**src/rtl/sum_accumulator.sv**
```systemverilog
// Sequential accumulator that sums a group of 16-bit operands through an external
// combinational adder, tracking sticky carry/overflow and a saturating operand count.
module sum_accumulator #(
    parameter int CNT_W = 8
) (
    input  logic             clk,
    input  logic             rst_n,
    input  logic [15:0]      in_data,
    input  logic             in_valid,
    input  logic             in_last,
    output logic             in_ready,
    output logic [15:0]      add_a,
    output logic [15:0]      add_b,
    output logic             add_cin,
    input  logic [15:0]      add_s,
    input  logic             add_cout,
    output logic [15:0]      out_data,
    output logic             out_carry,
    output logic             out_ovf,
    output logic [CNT_W-1:0] out_count,
    output logic             out_valid,
    input  logic             out_ready
);

    typedef enum logic [1:0] {
        IDLE = 2'b00,
        SUM  = 2'b01,
        DONE = 2'b10
    } state_t;

    state_t           state_r;
    state_t           state_s;
    logic [15:0]      acc_r;
    logic [15:0]      op_r;
    logic             last_r;
    logic             carry_r;
    logic             ovf_r;
    logic [CNT_W-1:0] count_r;
    logic             in_ready_r;
    logic             out_valid_r;

    // Two's-complement overflow: operands share a sign that the sum does not.
    function automatic logic signed_ovf(input logic [15:0] a, input logic [15:0] b,
                                        input logic [15:0] s);
        return (a[15] == b[15]) && (s[15] != a[15]);
    endfunction

    // Next-state decode.
    always_comb begin
        state_s = state_r;
        case (state_r)
            IDLE: begin
                if (in_valid) state_s = SUM;
                else          state_s = IDLE;
            end
            SUM: begin
                if (last_r) state_s = DONE;
                else        state_s = IDLE;
            end
            DONE: begin
                if (out_ready) state_s = IDLE;
                else           state_s = DONE;
            end
            default: state_s = IDLE;
        endcase
    end

    // State register plus handshake flags registered from the next state.
    always_ff @(posedge clk or negedge rst_n) begin
        if (!rst_n) begin
            state_r     <= IDLE;
            in_ready_r  <= 1'b1;
            out_valid_r <= 1'b0;
        end else begin
            state_r     <= state_s;
            in_ready_r  <= (state_s == IDLE);
            out_valid_r <= (state_s == DONE);
        end
    end

    // Datapath: capture operand in IDLE, fold adder result in SUM, clear on handoff.
    always_ff @(posedge clk or negedge rst_n) begin
        if (!rst_n) begin
            acc_r   <= 16'h0000;
            op_r    <= 16'h0000;
            last_r  <= 1'b0;
            carry_r <= 1'b0;
            ovf_r   <= 1'b0;
            count_r <= '0;
        end else begin
            case (state_r)
                IDLE: begin
                    if (in_valid) begin
                        op_r   <= in_data;
                        last_r <= in_last;
                    end
                end
                SUM: begin
                    acc_r   <= add_s;
                    carry_r <= carry_r | add_cout;
                    ovf_r   <= ovf_r | signed_ovf(acc_r, op_r, add_s);
                    if (count_r != {CNT_W{1'b1}}) begin
                        count_r <= count_r + CNT_W'(1);
                    end
                end
                DONE: begin
                    if (out_ready) begin
                        acc_r   <= 16'h0000;
                        carry_r <= 1'b0;
                        ovf_r   <= 1'b0;
                        count_r <= '0;
                    end
                end
                default: begin
                    acc_r <= acc_r;
                end
            endcase
        end
    end

    assign add_a     = acc_r;
    assign add_b     = op_r;
    assign add_cin   = 1'b0;
    assign in_ready  = in_ready_r;
    assign out_valid = out_valid_r;
    assign out_data  = acc_r;
    assign out_carry = carry_r;
    assign out_ovf   = ovf_r;
    assign out_count = count_r;

endmodule

```
**config.mk**
```make
export PLATFORM = sky130hd
export DESIGN_NAME = sum_accumulator
export DESIGN_NICKNAME = d
export VERILOG_FILES = /design/src/rtl/sum_accumulator.sv
export SDC_FILE = /design/constraint.sdc
export NUM_CORES = 1
export LEC_CHECK = 0
export CORE_MARGIN = 1
export CORE_UTILIZATION = 41
export CTS_CLUSTER_SIZE = 10
export DETAILED_ROUTE_END_ITERATION = 6
export HOLD_SLACK_MARGIN = 0.03
export PLACE_DENSITY_LB_ADDON = 0.15
export SETUP_SLACK_MARGIN = 0.5
export SKIP_LAST_GASP = 1
export SLEW_MARGIN = 10
export SYNTH_ARGS = -nofsm -noshare
export SYNTH_HDL_FRONTEND = slang
export SYNTH_SLANG_ARGS = --single-unit
```
**constraint.sdc**
```tcl
create_clock -name clk -period 1.7 [get_ports clk]
set_input_delay 0.34 -clock clk [delete_from_list [all_inputs] [get_ports clk]]
set_output_delay 0.34 -clock clk [all_outputs]
set_load 0.005 [all_outputs]
```
==> metrics.txt, run 1 <==
Post-Synth Adder-Cell Area 0.00592; initial antenna violation count 0; Compound-Gate Fraction of Synth Area 0.0729; Cell Pwr Density roughly 1800 mW/mm²; final hold viol count 0; largest net degree at the start of global routing 21; drt pass-1 iters 5; H-tree depth 2; Worst EP required approximately 1.9 ns; Final setup viols 0; fin nets roughly 370; DRT iter0 DRCs 69; number of synthesis warnings 0; routability cong. between 0.6 and 0.7; Avg Cell Area, Syn 10.9 µm²; row count 25; clk buf depth 2; Final Max Slew Viols 0; post-detailed-route count of antenna-violating nets 0; hold crit path type in -> async; crit share post-route 0.806; post-DP HPWL ~3.4 mm; main combinational cell family by area after synthesis simple AND/OR/NAND/NOR gates; Syn Inst Count between 150 and 200; Ant. Diodes 0; asr flop ratio synth 1.00; Syn Nets between 200 and 250; Critical Path AT approximately 1.6 ns; Chip Width approximately 74 µm; port bufs 97; Num CTS Buffers 5; LEAKAGE ~1.8 nW; GRT overflow 0; Max Clock Skew between 0.003 and 0.004 ns; status completed; xor-xnor portion of the synthesized cell area 0.00415; Vias/cell 4.79; count leader, synth dfrtp_1; Max Fanout on Critical Path 6; slowest CP cell dfrtp_1; core area 0.00485 mm²; global routing's busiest layer met2; via count of the first global-routing pass between 1500 and 2000; Residual DRC 0; met2 GRT Util 0.340; clock sinks between 40 and 50; first-pass GRT wire length around 8.4 mm; top-area cell type share of the netlist area 0.545; leading register cell type out of synthesis dfrtp_1; M1 GR Usage 0.258; Post-Syn Area ~0.0021 mm²; top cells by area, synth dfrtp_1 (55%), mux2_2 (9.1%), nand2_1 (8.0%), buf_4 (6.8%), nand3_1 (4.3%); final instance area ~0.0035 mm²; crit-path max cell delay roughly 0.40 ns; Synth Register Bits 47; crit-path cells ha_2, and4_4, a41oi_4, nand4_1, mux2i_1; largest area contributor in the netlist dfrtp_1; starting density of the core 0.436; Die Footprint approximately 0.0054 mm²; CP Launch Type register; Area Overhead vs Synth 66.2%; final worst path period need 1.37 ns; GRT Resource Usage Total 0.204; reg2reg path depth 5; critical path class reg -> reg; mux cell area share after synthesis 0.105; Routed WL per cell 13.9 µm; Synth top cells by count dfrtp_1 (46), nand2_1 (45), buf_4 (19); placed cell area 0.00308 mm²; max capacitance violation total 0; post-synthesis sequential area ratio 0.557; die extent in y 73.8 µm; GRT met3 Usage 0.0576; simple-gate share of the synthesized area 0.166; vias post-DR approximately 1900; total chip power a little over 0.006 W; VDD IR max roughly 0.83 mV; RSZ-0062 raised after global routing true; EDFF count, synth 0; final WL ~5.5 mm; TritonCTS clock tree built; later-pin clock latency in the skew report approximately 0.29 ns; Clock transition at path regs 0.08 ns; crit path from out_count[0]$_DFFE_PN0P_; layout cells sized above 1 0.485; CTS Root Cell clkbuf_8; critical path capture point type register; Fmax achieved 729 MHz; post-synth cell types 32; FF-to-FF Start out_count[0]$_DFFE_PN0P_; Top Ports 99
[routing by layer]
metal | vias to the layer above | routed length [µm]
li1 | 917 | -
met1 | 906 | 2450
met2 | 72 | 2660
met3 | 8 | 368
met5 | - | 0
met4 | 0 | 55
[stage by stage]
step            util  hold WS [ns]  instances    TNS, ns  worst slack, ns
2_1_floorplan      -        0.0444        193          0            0.299
3_3_place_gp   0.635         0.317        342          0           0.0155
3_5_place_dp   0.635         0.316        342  -0.000577        -0.000577
4_1_cts        0.709         0.513        393          0            0.319
5_1_grt        0.724         0.503        397          0            0.255
6_report       0.724         0.493        397          0            0.329
[final cells by class]
type	instances	area, µm²
repair buffers	155	1290
inverters	1	3.75
fillers	364	1340
well taps	67	83.8
flip-flops and latches	47	1190
clock buffers	8	100
multi-input cells	119	841
[cells in the final DEF (no fill, tap or decap), types with 2 or more instances in the layout]
| cell | instances |
|---|---|
| mux2_4 | 17 |
| buf_2 | 42 |
| o21ai_0 | 3 |
| o21ai_1 | 2 |
| nor2_1 | 4 |
| clkdlybuf4s50_1 | 35 |
| buf_4 | 33 |
| mux2i_1 | 3 |
| nand2_1 | 45 |
| a21oi_1 | 5 |
| nand4_1 | 3 |
| dfrtp_1 | 39 |
| o31ai_1 | 2 |
| clkbuf_2 | 2 |
| dfrtp_2 | 7 |
| o211ai_1 | 2 |
| buf_6 | 40 |
| nand3_2 | 2 |
| nand3_1 | 16 |
| clkbuf_8 | 7 |
[final timing paths]
kind                            slack [ns]                  endpoint
worst min register to register        0.51     add_b[13]$_DFFE_PN0P_
worst max register to register        0.33  out_count[3]$_DFFE_PN0P_
worst max-delay path                  0.33  out_count[3]$_DFFE_PN0P_
worst min-delay path                  0.49      add_a[2]$_DFFE_PN0P_
max in group asynchronous             0.67     add_b[10]$_DFFE_PN0P_
min in group clk                      0.51     add_b[13]$_DFFE_PN0P_
[sequential cells by signal (all words and copies together) (netlist names)]
register and count:
state_r 2, add_a 16, out_carry 1, last_r 1
add_b 16, in_ready 1, out_valid 1, out_ovf 1
out_count 8
[timing repair]
item	4_1_cts	5_1_grt
pin swaps	7	4
hold endpoints to repair	18	0
gates resized for setup	287	19
setup endpoints to repair	105	89
cloned	0	2
setup buffers	42	2
hold buffers	1	0
[cell families (layout without fill, tap and decap cells)]
group	count (synthesis)	in the layout
other	1	1
adder cells (fa/ha/maj)	1	1
multiplexers	20	20
AND/OR/NAND/NOR	76	76
AO/OA/AOI/OAI	20	20
flip-flops	47	47
buffers and inverters	27	164
XOR/XNOR	1	1
[report_power, final]
group / internal, W / switching, W
combinational: 0.00210 / 0.00134
sequential: 0.00167 / 0.000354
clock: 0.000372 / 0.000354
total: 0.00415 / 0.00205
[worst max-delay path: cells and delay by family (launching register included)]
kind / cells / cell delay, ns
muxes: 1 / 0.14
and+or+nand+nor: 2 / 0.31
AOI/OAI and AO/OA: 1 / 0.22
DFF: 1 / 0.40
adders and majority gates: 1 / 0.19
Note: power is estimated with default switching activity, not from simulation.
==> run 2, diff against run 1 <==
--- a/config.mk
+++ b/config.mk
@@ -6,7 +6,7 @@
 export NUM_CORES = 1
 export LEC_CHECK = 0
 export CORE_MARGIN = 1
-export CORE_UTILIZATION = 41
+export CORE_UTILIZATION = 37
 export CTS_CLUSTER_SIZE = 10
 export DETAILED_ROUTE_END_ITERATION = 6
 export HOLD_SLACK_MARGIN = 0.03
==> constraint.sdc (replaced) <==
create_clock -name clk -period 1.24 [get_ports clk]
set_input_delay 0.248 -clock clk [delete_from_list [all_inputs] [get_ports clk]]
set_output_delay 0.248 -clock clk [all_outputs]
set_load 0.005 [all_outputs]
==> run 2 against run 1 <==
Sequential share of layout area shrank 6.2 points. Highest routed layer unchanged. Worst hold slack lost 0.65 ns. Combinational power grew 98%. Critical path depth grew 2. Utilization grew 5.4 points. Die area grew 11%. The run now ends with hold timing, setup timing left. Clock-buffer cell count shrank 3. Global-route usage grew 0.63 points. Register-to-register slack lost 0.55 ns. First-iteration DRC count shrank 25%.
==> metrics.txt, run 2 (synthesis gave the netlist of run 1 again) <==
final WL 6.76 mm (was 5.54 mm); RSZ-0062 raised after global routing true (unchanged); Fmax achieved 683 MHz (was 729 MHz); hold crit path type in -> async (unchanged); Seq pwr share 0.260 (was 0.327); critical path's top delay family flip-flops (unchanged); final std cells w/o fill 456 (was 397); layout cells sized above 1 0.669 (was 0.485); pre-CTS setup slack -0.347 ns (was -0.000577 ns); starting density of the core 0.384 (was 0.436); wire length on met3 322 µm (was 368 µm); clk buf depth 2 (unchanged); Power Internal 0.00719 W (was 0.00415 W); vias post-DR 2134 (was 1903); CTS Root Cell clkbuf_8 (unchanged); commonest non-fill, non-tap cells in the layout buf_6 (66), buf_4 (55), dfrtp_1 (42) (was nand2_1 (45), buf_2 (42), buf_6 (40)); clock sinks 47 (unchanged); Hold WS -0.152 ns (was 0.493 ns); first-pass GRT wire length 9.99 mm (was 8.42 mm); WP buf/inv 2 (was 0); DRT met1 WL 2.68 mm (was 2.45 mm); drt pass-1 iters 4 (was 5); uppermost layer routed met4 (unchanged); LEAKAGE 2.15 nW (was 1.75 nW); post-detailed-route count of antenna-violating nets 0 (unchanged); core area 0.00551 mm² (was 0.00485 mm²); crit-path max cell delay 0.37 ns (was 0.40 ns); FF-to-FF Start out_count[1]$_DFFE_PN0P_ (was out_count[0]$_DFFE_PN0P_); initial antenna violation count 0 (unchanged); R2R Setup Slk -0.22 ns (was 0.33 ns); DR WL met2 3.69 mm (was 2.66 mm); RR Endpoint out_count[5]$_DFFE_PN0P_ (was out_count[3]$_DFFE_PN0P_); largest net degree at the start of global routing 25 (was 21); Cell Pwr Density 2510 mW/mm² (was 1770 mW/mm²); placed cell area 0.00335 mm² (was 0.00308 mm²); Sw Pwr 0.00357 W (was 0.00205 W); GRT Resource Usage Total 0.211 (was 0.204); total chip power 0.0108 W (was 0.00620 W); fin nets 422 (was 368); setup ws final -0.224 ns (was 0.329 ns); later-pin clock latency in the skew report 0.30 ns (was 0.29 ns); H-tree depth 2 (unchanged); post-DP HPWL 3.77 mm (was 3.38 mm); CP Depth 7 (was 5); CP Launch Type register (unchanged); Residual DRC 0 (unchanged); Fin Setup TNS -4.11 ns (was 0 ns); Num CTS Buffers 5 (unchanged); Ant. Diodes 0 (unchanged); Max Fanout on Critical Path 4 (was 6); reg2reg path depth 7 (was 5); final hold viol count 12 (was 0); Vias/cell 4.68 (was 4.79); Worst EP required 1.41 ns (was 1.88 ns); Clock power frac 0.104 (was 0.117); placed cell count 365 (was 342); Routed WL per cell 14.8 µm (was 13.9 µm); Top Ports 99 (unchanged); status finished, violations left (was completed); die extent in y 77.6 µm (was 73.8 µm); Area Overhead vs Synth 103% (was 66.2%); slowest CP cell dfrtp_1 (unchanged); port bufs 97 (unchanged); row count 27 (was 25); final worst path period need 1.46 ns (was 1.37 ns); crit path from out_count[1]$_DFFE_PN0P_ (was out_count[0]$_DFFE_PN0P_); Comb pwr share 0.635 (was 0.556); Chip Width 77.6 µm (was 73.8 µm); routability cong. 0.765 (was 0.679); GRT overflow 0 (unchanged); failing checks hold timing, setup timing; Final setup viols 37 (was 0); crit share post-route 1.18 (was 0.806); via count of the first global-routing pass 2085 (was 1811); Die Footprint 0.00601 mm² (was 0.00544 mm²); Critical Path AT 1.64 ns (was 1.55 ns); Clock transition at path regs 0.09 ns (was 0.08 ns); critical path capture point type register (unchanged); switch share 0.332 (was 0.331); DRT iter0 DRCs 52 (was 69); commonest non-fill, non-tap cell in the layout buf_6 (was nand2_1); Max Clock Skew 0.0102 ns (was 0.00393 ns); final instance area 0.00428 mm² (was 0.00351 mm²); VDD IR max 1.24 mV (was 0.833 mV); TritonCTS clock tree built (unchanged); crit-path cells buf_6, ha_4, and4_4, buf_4, nand3_2, a21o_1, o311ai_0 (was ha_2, and4_4, a41oi_4, nand4_1, mux2i_1); max capacitance violation total 0 (unchanged); Final Max Slew Viols 0 (unchanged); critical path class reg -> reg (unchanged)
run 2: final cells by class:
cell class              instances  area (µm²)
repair buffers                209        1850
fillers                       383        1220
flip-flops and latches         47        1180
multi-input cells             119        1040
well taps                      72        90.1
clock buffers                   5        68.8
clock inverters                 3        43.8
inverters                       1        3.75
run 2: worst max path at each step:
stage	slack [ns]	endpoint
after floorplan	-0.16	out_count[3]$_DFFE_PN0P_
after global placement	-0.34	add_b[13]$_DFFE_PN0P_
after detailed placement	-0.35	last_r$_DFFE_PN0P_
after CTS	-0.19	out_count[4]$_DFFE_PN0P_
after global routing	-0.27	out_count[4]$_DFFE_PN0P_
final	-0.22	out_count[5]$_DFFE_PN0P_
run 2: power groups by stage:
| stage | clock (W) | sequential [W] | combinational, W |
|---|---|---|---|
| final | 0.00112 | 0.00280 | 0.00683 |
| after floorplan | 0 | 0.00301 | 0.00215 |
| after CTS | 0.00115 | 0.00273 | 0.00549 |
| after global routing | 0.00121 | 0.00289 | 0.00728 |
| after detailed placement | 0 | 0.00288 | 0.00445 |
| after global placement | 0 | 0.00286 | 0.00438 |
run 2: per-layer routing:
layer | vias up | track usage
met1 | 1038 | 0.241
li1 | 1018 | -
met4 | 0 | 0.0660
met2 | 70 | 0.385
met3 | 8 | 0.0482
met5 | - | 0
run 2: timing repair:
| action | in CTS | in global routing |
|---|---|---|
| setup buffers | 55 | 23 |
| endpoints found under the setup margin | 107 | 107 |
| gates resized for setup | 268 | 75 |
| pin swaps | 32 | 13 |
| endpoints found under the hold margin | 12 | 12 |
| gates cloned | 2 | 3 |
run 2: through the flow:
step           hold slack (ns)  utilization
6_report                -0.152        0.778
5_1_grt                 -0.143        0.778
4_1_cts                 -0.156        0.702
3_5_place_dp             0.176        0.608
3_3_place_gp             0.178        0.608
2_1_floorplan          -0.0476            -
